<file path="config.mk">
export PLATFORM = sky130hd
export DESIGN_NAME = regfile_wb_ctrl
export DESIGN_NICKNAME = d
export VERILOG_FILES = /design/src/rtl/regfile_wb_ctrl_pkg.sv /design/src/rtl/regfile_wb_ctrl_wb_fifo.sv /design/src/rtl/regfile_wb_ctrl.sv
export SDC_FILE = /design/constraint.sdc
export NUM_CORES = 1
export LEC_CHECK = 0
export CAP_MARGIN = 5
export CORE_UTILIZATION = 25
export CTS_BUF_LIST = sky130_fd_sc_hd__clkbuf_2 sky130_fd_sc_hd__clkbuf_4 sky130_fd_sc_hd__clkbuf_8
export DETAILED_ROUTE_END_ITERATION = 8
export PLACE_DENSITY = 0.57
export SYNTH_ARGS = -nofsm -noshare
export SYNTH_HDL_FRONTEND = slang
export SYNTH_HIERARCHICAL = 1
export SYNTH_SLANG_ARGS = --single-unit
</file>
<file path="constraint.sdc">
create_clock -name clk -period 3.4 [get_ports clk]
set_clock_uncertainty 0.2 [all_clocks]
set_input_delay 0.68 -clock clk [delete_from_list [all_inputs] [get_ports clk]]
set_output_delay 0.68 -clock clk [all_outputs]
set_load 0.05 [all_outputs]
</file>
<file path="src/rtl/regfile_wb_ctrl_pkg.sv">
`default_nettype none
// ============================================================================
// Module  : regfile_wb_ctrl_pkg
// Purpose : Shared widths and the write-back record used by the register-file
//           write-back controller and its load FIFO.
// Contents: REG_ADDR_W - register address width
//           XLEN       - register data width
//           wb_rec_t   - one pending register write {rd, data}
// Revision: 1.0 - initial release
// ============================================================================
package regfile_wb_ctrl_pkg;

   localparam int REG_ADDR_W = 5;
   localparam int XLEN       = 32;

   typedef struct packed {
      logic [REG_ADDR_W-1:0] rd;
      logic [XLEN-1:0]       data;
   } wb_rec_t;

endpackage
`default_nettype wire

</file>
<file path="src/rtl/regfile_wb_ctrl_wb_fifo.sv">
`default_nettype none
// ============================================================================
// Module  : wb_fifo
// Purpose : Small synchronous FIFO holding pending write-back records.
//           DEPTH must be a power of two (2 or 4) so the pointers wrap
//           naturally modulo DEPTH.
// Ports   : clk, rst              - clock, asynchronous active-high reset
//           push, push_data       - write an entry (ignored when full)
//           pop, pop_data         - remove the head entry (ignored when empty);
//                                   pop_data always shows the current head
//           full, empty, count    - occupancy status
// Revision: 1.0 - initial release
// ============================================================================
module wb_fifo #(
   parameter int  DEPTH = 2,
   parameter type T     = logic [31:0]
) (
   input  logic                    clk,
   input  logic                    rst,
   input  logic                    push,
   input  T                        push_data,
   input  logic                    pop,
   output T                        pop_data,
   output logic                    full,
   output logic                    empty,
   output logic [$clog2(DEPTH):0]  count
);

   localparam int                 c_PTR_W = $clog2(DEPTH);
   localparam logic [c_PTR_W:0]   c_FULL  = (c_PTR_W + 1)'(DEPTH);

   T                    r_mem [DEPTH];
   logic [c_PTR_W-1:0]  r_wr_ptr;
   logic [c_PTR_W-1:0]  r_rd_ptr;
   logic [c_PTR_W:0]    r_count;

   logic                w_do_push;
   logic                w_do_pop;

   assign full      = (r_count == c_FULL);
   assign empty     = (r_count == '0);
   assign count     = r_count;
   assign pop_data  = r_mem[r_rd_ptr];
   assign w_do_push = push && !full;
   assign w_do_pop  = pop && !empty;

   always_ff @(posedge clk or posedge rst) begin
      if (rst) begin
         r_wr_ptr <= '0;
         r_rd_ptr <= '0;
         r_count  <= '0;
      end else begin
         if (w_do_push) r_wr_ptr <= r_wr_ptr + 1'b1;
         if (w_do_pop)  r_rd_ptr <= r_rd_ptr + 1'b1;
         // Simultaneous push and pop leaves the occupancy unchanged.
         case ({w_do_push, w_do_pop})
            2'b10:   r_count <= r_count + 1'b1;
            2'b01:   r_count <= r_count - 1'b1;
            default: r_count <= r_count;
         endcase
      end
   end

   // Storage needs no reset: clearing the pointers discards every entry.
   always_ff @(posedge clk) begin
      if (w_do_push) r_mem[r_wr_ptr] <= push_data;
   end

endmodule
`default_nettype wire

</file>
<file path="src/rtl/regfile_wb_ctrl.sv">
`default_nettype none
// ============================================================================
// Module  : regfile_wb_ctrl
// Purpose : Register-file write-back controller. Arbitrates the ALU and the
//           load unit onto a single registered write port and keeps a
//           per-register pending-write scoreboard.
// Ports   : clk, rst                     - clock, async active-high reset
//           alu_valid/ready, alu_rd/data - ALU write-back handshake
//           ld_valid/ready, ld_rd/data   - load write-back handshake
//           iss_valid, iss_rd            - issued instruction destination
//           we, waddr, wdata             - registered register-file write port
//           busy                         - pending-write bit per register
//           ld_cnt                       - load FIFO occupancy
// Revision: 1.0 - initial release
// ============================================================================
module regfile_wb_ctrl
   import regfile_wb_ctrl_pkg::*;
#(
   parameter int LD_DEPTH = 2
) (
   input  logic                    clk,
   input  logic                    rst,
   input  logic                    alu_valid,
   output logic                    alu_ready,
   input  logic [REG_ADDR_W-1:0]   alu_rd,
   input  logic [XLEN-1:0]         alu_data,
   input  logic                    ld_valid,
   output logic                    ld_ready,
   input  logic [REG_ADDR_W-1:0]   ld_rd,
   input  logic [XLEN-1:0]         ld_data,
   input  logic                    iss_valid,
   input  logic [REG_ADDR_W-1:0]   iss_rd,
   output logic                    we,
   output logic [REG_ADDR_W-1:0]   waddr,
   output logic [XLEN-1:0]         wdata,
   output logic [(1<<REG_ADDR_W)-1:0] busy,
   output logic [2:0]              ld_cnt
);

   localparam int c_CNT_W = $clog2(LD_DEPTH) + 1;

   logic                          w_fifo_full;
   logic                          w_fifo_empty;
   logic [c_CNT_W-1:0]            w_fifo_cnt;
   wb_rec_t                       w_ld_rec;
   wb_rec_t                       w_head;
   logic                          w_ld_push;
   logic                          w_alu_fire;
   wb_rec_t                       w_commit;
   logic                          w_commit_vld;
   logic                          w_we_next;
   logic [(1<<REG_ADDR_W)-1:0]    w_busy_next;

   logic                          r_we;
   logic [REG_ADDR_W-1:0]         r_waddr;
   logic [XLEN-1:0]               r_wdata;
   logic [(1<<REG_ADDR_W)-1:0]    r_busy;

   // Readiness depends only on state and reset, never on the valids.
   // The ALU waits until every pending load has drained, so the FIFO head
   // and an ALU result can never compete for the same commit slot.
   assign ld_ready   = !rst && !w_fifo_full;
   assign alu_ready  = !rst && w_fifo_empty;
   assign w_ld_push  = ld_valid && ld_ready;
   assign w_alu_fire = alu_valid && alu_ready;
   assign w_ld_rec.rd   = ld_rd;
   assign w_ld_rec.data = ld_data;

   wb_fifo #(
      .DEPTH (LD_DEPTH),
      .T     (wb_rec_t)
   ) u_ld_fifo (
      .clk       (clk),
      .rst       (rst),
      .push      (w_ld_push),
      .push_data (w_ld_rec),
      .pop       (!w_fifo_empty),
      .pop_data  (w_head),
      .full      (w_fifo_full),
      .empty     (w_fifo_empty),
      .count     (w_fifo_cnt)
   );

   assign ld_cnt = 3'(w_fifo_cnt);

   // One commit per cycle: FIFO head first, otherwise an accepted ALU result.
   always_comb begin
      w_commit.rd   = alu_rd;
      w_commit.data = alu_data;
      w_commit_vld  = w_alu_fire;
      if (!w_fifo_empty) begin
         w_commit     = w_head;
         w_commit_vld = 1'b1;
      end
   end

   // Writes to x0 are consumed but never reach the register file.
   assign w_we_next = w_commit_vld && (w_commit.rd != '0);

   // Clear first, then set, so an issue racing a retire keeps the bit set.
   always_comb begin
      w_busy_next = r_busy;
      if (w_we_next) w_busy_next[w_commit.rd] = 1'b0;
      if (iss_valid && (iss_rd != '0)) w_busy_next[iss_rd] = 1'b1;
      w_busy_next[0] = 1'b0;
   end

   always_ff @(posedge clk or posedge rst) begin
      if (rst) begin
         r_we    <= 1'b0;
         r_waddr <= '0;
         r_wdata <= '0;
         r_busy  <= '0;
      end else begin
         r_we   <= w_we_next;
         r_busy <= w_busy_next;
         if (w_we_next) begin
            r_waddr <= w_commit.rd;
            r_wdata <= w_commit.data;
         end
      end
   end

   assign we    = r_we;
   assign waddr = r_waddr;
   assign wdata = r_wdata;
   assign busy  = r_busy;

endmodule
`default_nettype wire

</file>
==> results of run 1 <==
-- synthesized netlist by cell type, types with 3 or more instances --
cell,instances
edfxtp_1,74
dfrtp_1,73
mux2_2,59
mux2_4,48
o21ai_0,32
nand2b_1,14
nand2_1,9
nor2_1,9
o2bb2ai_1,9
o31ai_1,9
inv_1,8
buf_2,5
nand3_1,5
a21o_1,4
buf_6,4
buf_8,3
nor2b_1,3
xnor2_1,3
-- worst paths after layout --
path	start	to	slack, ns
worst min register to register	waddr[1]	waddr[1]	0.30
worst max-delay path	u_ld_fifo/r_rd_ptr	wdata[15]	0.58
max in group asynchronous	rst	waddr[0]	1.81
worst min-delay path	waddr[1]	waddr[1]	0.30
min in group asynchronous	rst	u_ld_fifo/r_rd_ptr	0.42
worst max register to register	u_ld_fifo/r_rd_ptr	wdata[15]	0.58
-- cells by family (layout without fill, tap and decap cells) --
logic type	after synthesis	in the layout	synth area share (%)
compound gates	68	68	7.15
buf+inv	25	206	2.64
simple gates	59	59	5.40
flops	147	147	62.4
xor+xnor	5	5	0.675
fa+ha+maj	1	1	0.193
other cells	1	5	0.0578
mux	108	108	21.5
-- flip-flops by register name, indices dropped and copies added (netlist names) --
register,count
busy,31
u_ld_fifo/count,2
u_ld_fifo/r_mem,74
u_ld_fifo/r_rd_ptr,1
u_ld_fifo/r_wr_ptr,1
waddr,5
wdata,32
we,1
-- layer usage --
metal	part of all wire [%]	GRT usage [%]	wire (µm)
met1	42	14.7	6680
met4	0.97	3.53	153
met2	49	20.8	7780
met5	0.070	0	11
met3	7.0	4.37	1100
-- through the flow --
stage	setup WS (ns)	util, %	area [µm²]	hold slack [ns]	total power, mW
after floorplan	0.256	-	6500	0.246	6.20
after global placement	0.624	33.4	8470	0.283	7.55
after detailed placement	0.577	33.4	8470	0.289	7.67
after CTS	0.558	35.0	8870	0.309	9.11
after global routing	0.373	35.0	8870	0.324	9.44
final	0.585	35.1	8880	0.303	9.01
-- layout make-up --
type                    instances  area share, %
flip-flops and latches        147           45.6
multi-input cells             243           25.8
repair buffers                166           18.9
well taps                     330           4.65
clock buffers                  19           2.80
clock inverters                13           1.78
inverters                       8          0.352
diodes                          3         0.0845
-- report_power, final --
part | switching (mW) | internal, mW
combinational | 2.74 | 2.04
sequential | 0.359 | 2.45
clock | 0.675 | 0.741
total | 3.78 | 5.23
==> impl_results.md, run 1 <==
- Status: complete, no violations
- Commonest non-fill, non-tap cell in the layout: clkdlybuf4s50_1
- Fin crit share: 82.8%
- # Post-CTS Setup Buffers: 0
- Worst skew pair latency: 0.44 ns
- Post-synth ARST share: 49.7%
- Main synth FF type: edfxtp_1
- Synth warn: 6
- Pleak: 3.33 nW
- Vias: 4,098
- Slew @ Worst Pin: 0.884 ns
- Number of buffers created by CTS: 17
- Bufs on Longest Clock Path: 2
- Final Wtd Congestion: 0.818
- Number of global-route vias before repair: 4,310
- Register area share after synthesis: 62.4%
- Cell depth of the worst hold path: 1
- Crit-path slowest cell: dfrtp_2
- Layout Nets: 668
- Root Driver: clkbuf_8
- RSZ-0062 raised after global routing: no
- WL per Instance: 16.9 µm
- DRC: 0
- Pin count of the biggest net entering global routing: 45
- Final Setup Violations: 0
- Max Transition Viols Final: 0
- Commonest non-fill, non-tap cells in the layout: 154 x clkdlybuf4s50_1, 74 x edfxtp_1, 72 x dfrtp_1
- DR vias/cell: 4.41
- Critical path's largest stage delay: 0.65 ns
- Post-DP HPWL: 11.8 mm
- H-tree Lvls: 4
- FILL cells: 2,417
- Most common cell on crit path: mux2_2
- Area delta synth->final: 36.8%
- Worst VDD drop: 579 µV
- Synth cell types: 53
- Register bit count reported by yosys: 147
- Post-Syn Area per Cell: 15.7 µm²
- Detail Route Antenna Nets: 0
- Clock Pin Slew Worst Setup and Hold Paths: 0.09 ns
- Data required, critical path: 3.51 ns
- Startpoint Class: flop
- Arrival time worst endpoint: 2.93 ns
- Crit. path cell count: 6
- Synth Instances: 414
- Max Cap Viol: 0
- Area leader, netlist: edfxtp_1
- Initial DRC count: 264
- EDFF count, synth: 74
- Number of cells on the worst reg-to-reg path: 6
- Buffers on Ports: 156
- Post-Syn Area: 0.00649 mm²
- Post-CTS sizing: 0
- Endpoint class of the critical path: flop
- Area occupied by multi-input gates: 0.00229 mm²
- Die area: 0.0266 mm²
- Top cell type's share of synthesized area: 34.2%
- Max Clock Freq: 355 MHz
- Hold_buf cts: 0
- Final hold vios: 0
- Delay-heaviest family, CP: multiplexers
- Inst Count DP: 894
- Crit path cell chain: mux2_2 > nor4_1 > a31oi_2 > o21ai_4 > buf_12 > mux2_2
- Power density cells: 1010 mW/mm²
- Fin cells: 929
- First-pass GRT wire length: 24.3 mm
- Core area: 0.0253 mm²
- DRT Wirelength: 15.7 mm
- # IOs: 159
- Ranking of synthesized cells by area: edfxtp_1 34%, dfrtp_1 28%, mux2_4 11%
- GRT Total Usage: 12.3%
- Die X: 163 µm
- Tmin final: 2.82 ns
- TritonCTS Sinks: 147
- Die H: 163 µm
- Worst slew margin: 40.8%
- FF+latch area: 0.00405 mm²
- Drt pass-1 iters: 5
- Worst Path Buf+Inv: 1
- CTS tree: done
- Final setup TNS: 0 ns
- Starting density of the core: 25.6%
- Worst hold path class: flop to flop
- GRT overflow: 0
- Antenna violations before repair: 1
- Rows: 58
- Share of layout cells above drive strength 1: 27.0%
- WS Path Type: flop to flop
- Crit path max fanout: 37
(Power assumes the default switching activity.)
==> run 2: changes to the inputs <==
- PLACE_DENSITY: 0.57 -> 0.59
- clock period: 3.4 -> 2.51 ns (I/O delays scaled with it)
==> run 2 against run 1 <==
  * First-iteration DRC count is 11% higher
  * Largest power group unchanged
  * Cell count is 1.3% higher
  * Core utilization up 0.65 points
  * Non-clock buffer count increased by 14
  * Cell area is 1.8% higher
  * Combinational power increased by 40%
  * Die area did not move
  * Clock power rose by 23%
  * Sequential power rose by 35%
  * Critical path depth down 5
  * Routed wire length increased by 1.2%
  * Power grew 36%
==> impl_results.md, run 2 (synthesis gave the netlist of run 1 again) <==
- Status: complete, no violations
- Crit path max fanout: 4
- Worst hold slack: 0.227 ns
- Worst hold path class: primary input to asynchronous set/reset pin
- Pwr Total: 12.2 mW
- Startpoint Class: flop
- Number of buffers created by CTS: 17
- Inst Count DP: 907
- Pin count of the biggest net entering global routing: 45
- Core area: 0.0253 mm²
- # IOs: 159
- GRT overflow: 0
- Clock Pin Slew Worst Setup and Hold Paths: 0.09 ns
- Fin crit share: 96.9%
- Max Transition Viols Final: 0
- Starting density of the core: 25.6%
- Max Cap Viol: 0
- Number of global-route vias before repair: 4,370
- Power density cells: 1350 mW/mm²
- Detail Route Antenna Nets: 0
- Pleak: 3.42 nW
- Root Driver: clkbuf_8
- Vias: 4,093
- WL per Instance: 16.9 µm
- First-pass GRT wire length: 24.3 mm
- Final setup TNS: 0 ns
- RSZ-0062 raised after global routing: no
- DRC: 0
- Worst VDD drop: 802 µV
- Area delta synth->final: 39.3%
- Commonest non-fill, non-tap cells in the layout: 150 x clkdlybuf4s50_1, 74 x edfxtp_1, 70 x dfrtp_1
- Die X: 163 µm
- Final hold vios: 0
- FILL cells: 2,413
- CTS tree: done
- Buffers on Ports: 156
- Critical path's largest stage delay: 0.84 ns
- Rows: 58
- DRT Wirelength: 15.9 mm
- Final Wtd Congestion: 0.831
- Layout Nets: 682
- H-tree Lvls: 4
- DR vias/cell: 4.35
- Endpoint class of the critical path: output port
- Worst skew pair latency: 0.46 ns
- Worst slew margin: 61.6%
- Final Setup Violations: 0
- Crit path cell chain: clkdlybuf4s50_1
- Share of layout cells above drive strength 1: 31.0%
- Reg with most FFs: u_ld_fifo/r_mem
- GRT Total Usage: 12.4%
- Data required, critical path: 1.81 ns
- Antenna violations before repair: 1
- Drt pass-1 iters: 4
- Tmin final: 2.43 ns
- Initial DRC count: 293
- Max FFs per register: 74
- Die area: 0.0266 mm²
- Bufs on Longest Clock Path: 2
- Crit-path slowest cell: clkdlybuf4s50_1
- Arrival time worst endpoint: 1.73 ns
- TritonCTS Sinks: 147
- Delay-heaviest family, CP: buffers and inverters
- Slew @ Worst Pin: 0.574 ns
- Post-DP HPWL: 12.0 mm
- Worst Path Buf+Inv: 1
- Commonest non-fill, non-tap cell in the layout: clkdlybuf4s50_1
- Max Clock Freq: 411 MHz
- WS Path Type: flop to output port
- Die H: 163 µm
- Hold_buf cts: 0
- Fin cells: 941
## run 2: metal layers
metal	up-vias	share of wire (%)	track usage, %
met5	-	0	0
met3	20	6.8	4.24
met4	0	1.4	3.74
met1	2021	42	14.8
li1	1917	-	-
met2	135	50	20.8
## run 2: worst paths after layout
kind	from	endpoint	slack, ns	cells after the start
hold / removal	rst	u_ld_fifo/r_rd_ptr	0.23	3
setup reg to reg	u_ld_fifo/r_rd_ptr	wdata[14]	0.11	6
setup / recovery	u_ld_fifo/count[1]	ld_cnt[1]	0.08	1
min in group clk	waddr[1]	waddr[1]	0.30	1
hold reg to reg	waddr[1]	waddr[1]	0.30	1
max in group asynchronous	rst	wdata[22]	1.49	4
## run 2: power breakdown
part / switching (mW) / internal, mW
registers: 0.459 / 3.32
logic: 3.81 / 2.91
clock network: 1.02 / 0.728
total: 5.28 / 6.95
## run 2: repair_timing
action / CTS / global route
cloned: 0 / 0
setup buffers: 1 / 0
pin swaps: 1 / 0
setup endpoints to repair: 1 / 32
resized for setup: 0 / 3
## run 2: area by class of cell
type | count | area (µm²) | share of cell area, %
Tap cell | 330 | 413 | 4.57
Clock inverter | 15 | 139 | 1.54
Multi-Input combinational cell | 243 | 2320 | 25.7
Clock buffer | 17 | 234 | 2.59
Inverter | 8 | 31.3 | 0.346
Antenna cell | 1 | 2.50 | 0.0277
Timing Repair Buffer | 180 | 1850 | 20.4
Sequential cell | 147 | 4050 | 44.8
## run 2: metrics by stage
step | area [µm²] | utilization, % | setup WS [ns]
after floorplan | 6530 | - | -0.0254
after global placement | 8650 | 34.1 | 0.0727
after detailed placement | 8650 | 34.1 | 0.0238
after CTS | 9030 | 35.6 | 0.0165
after global routing | 9040 | 35.7 | 0.00287
final | 9040 | 35.7 | 0.0775
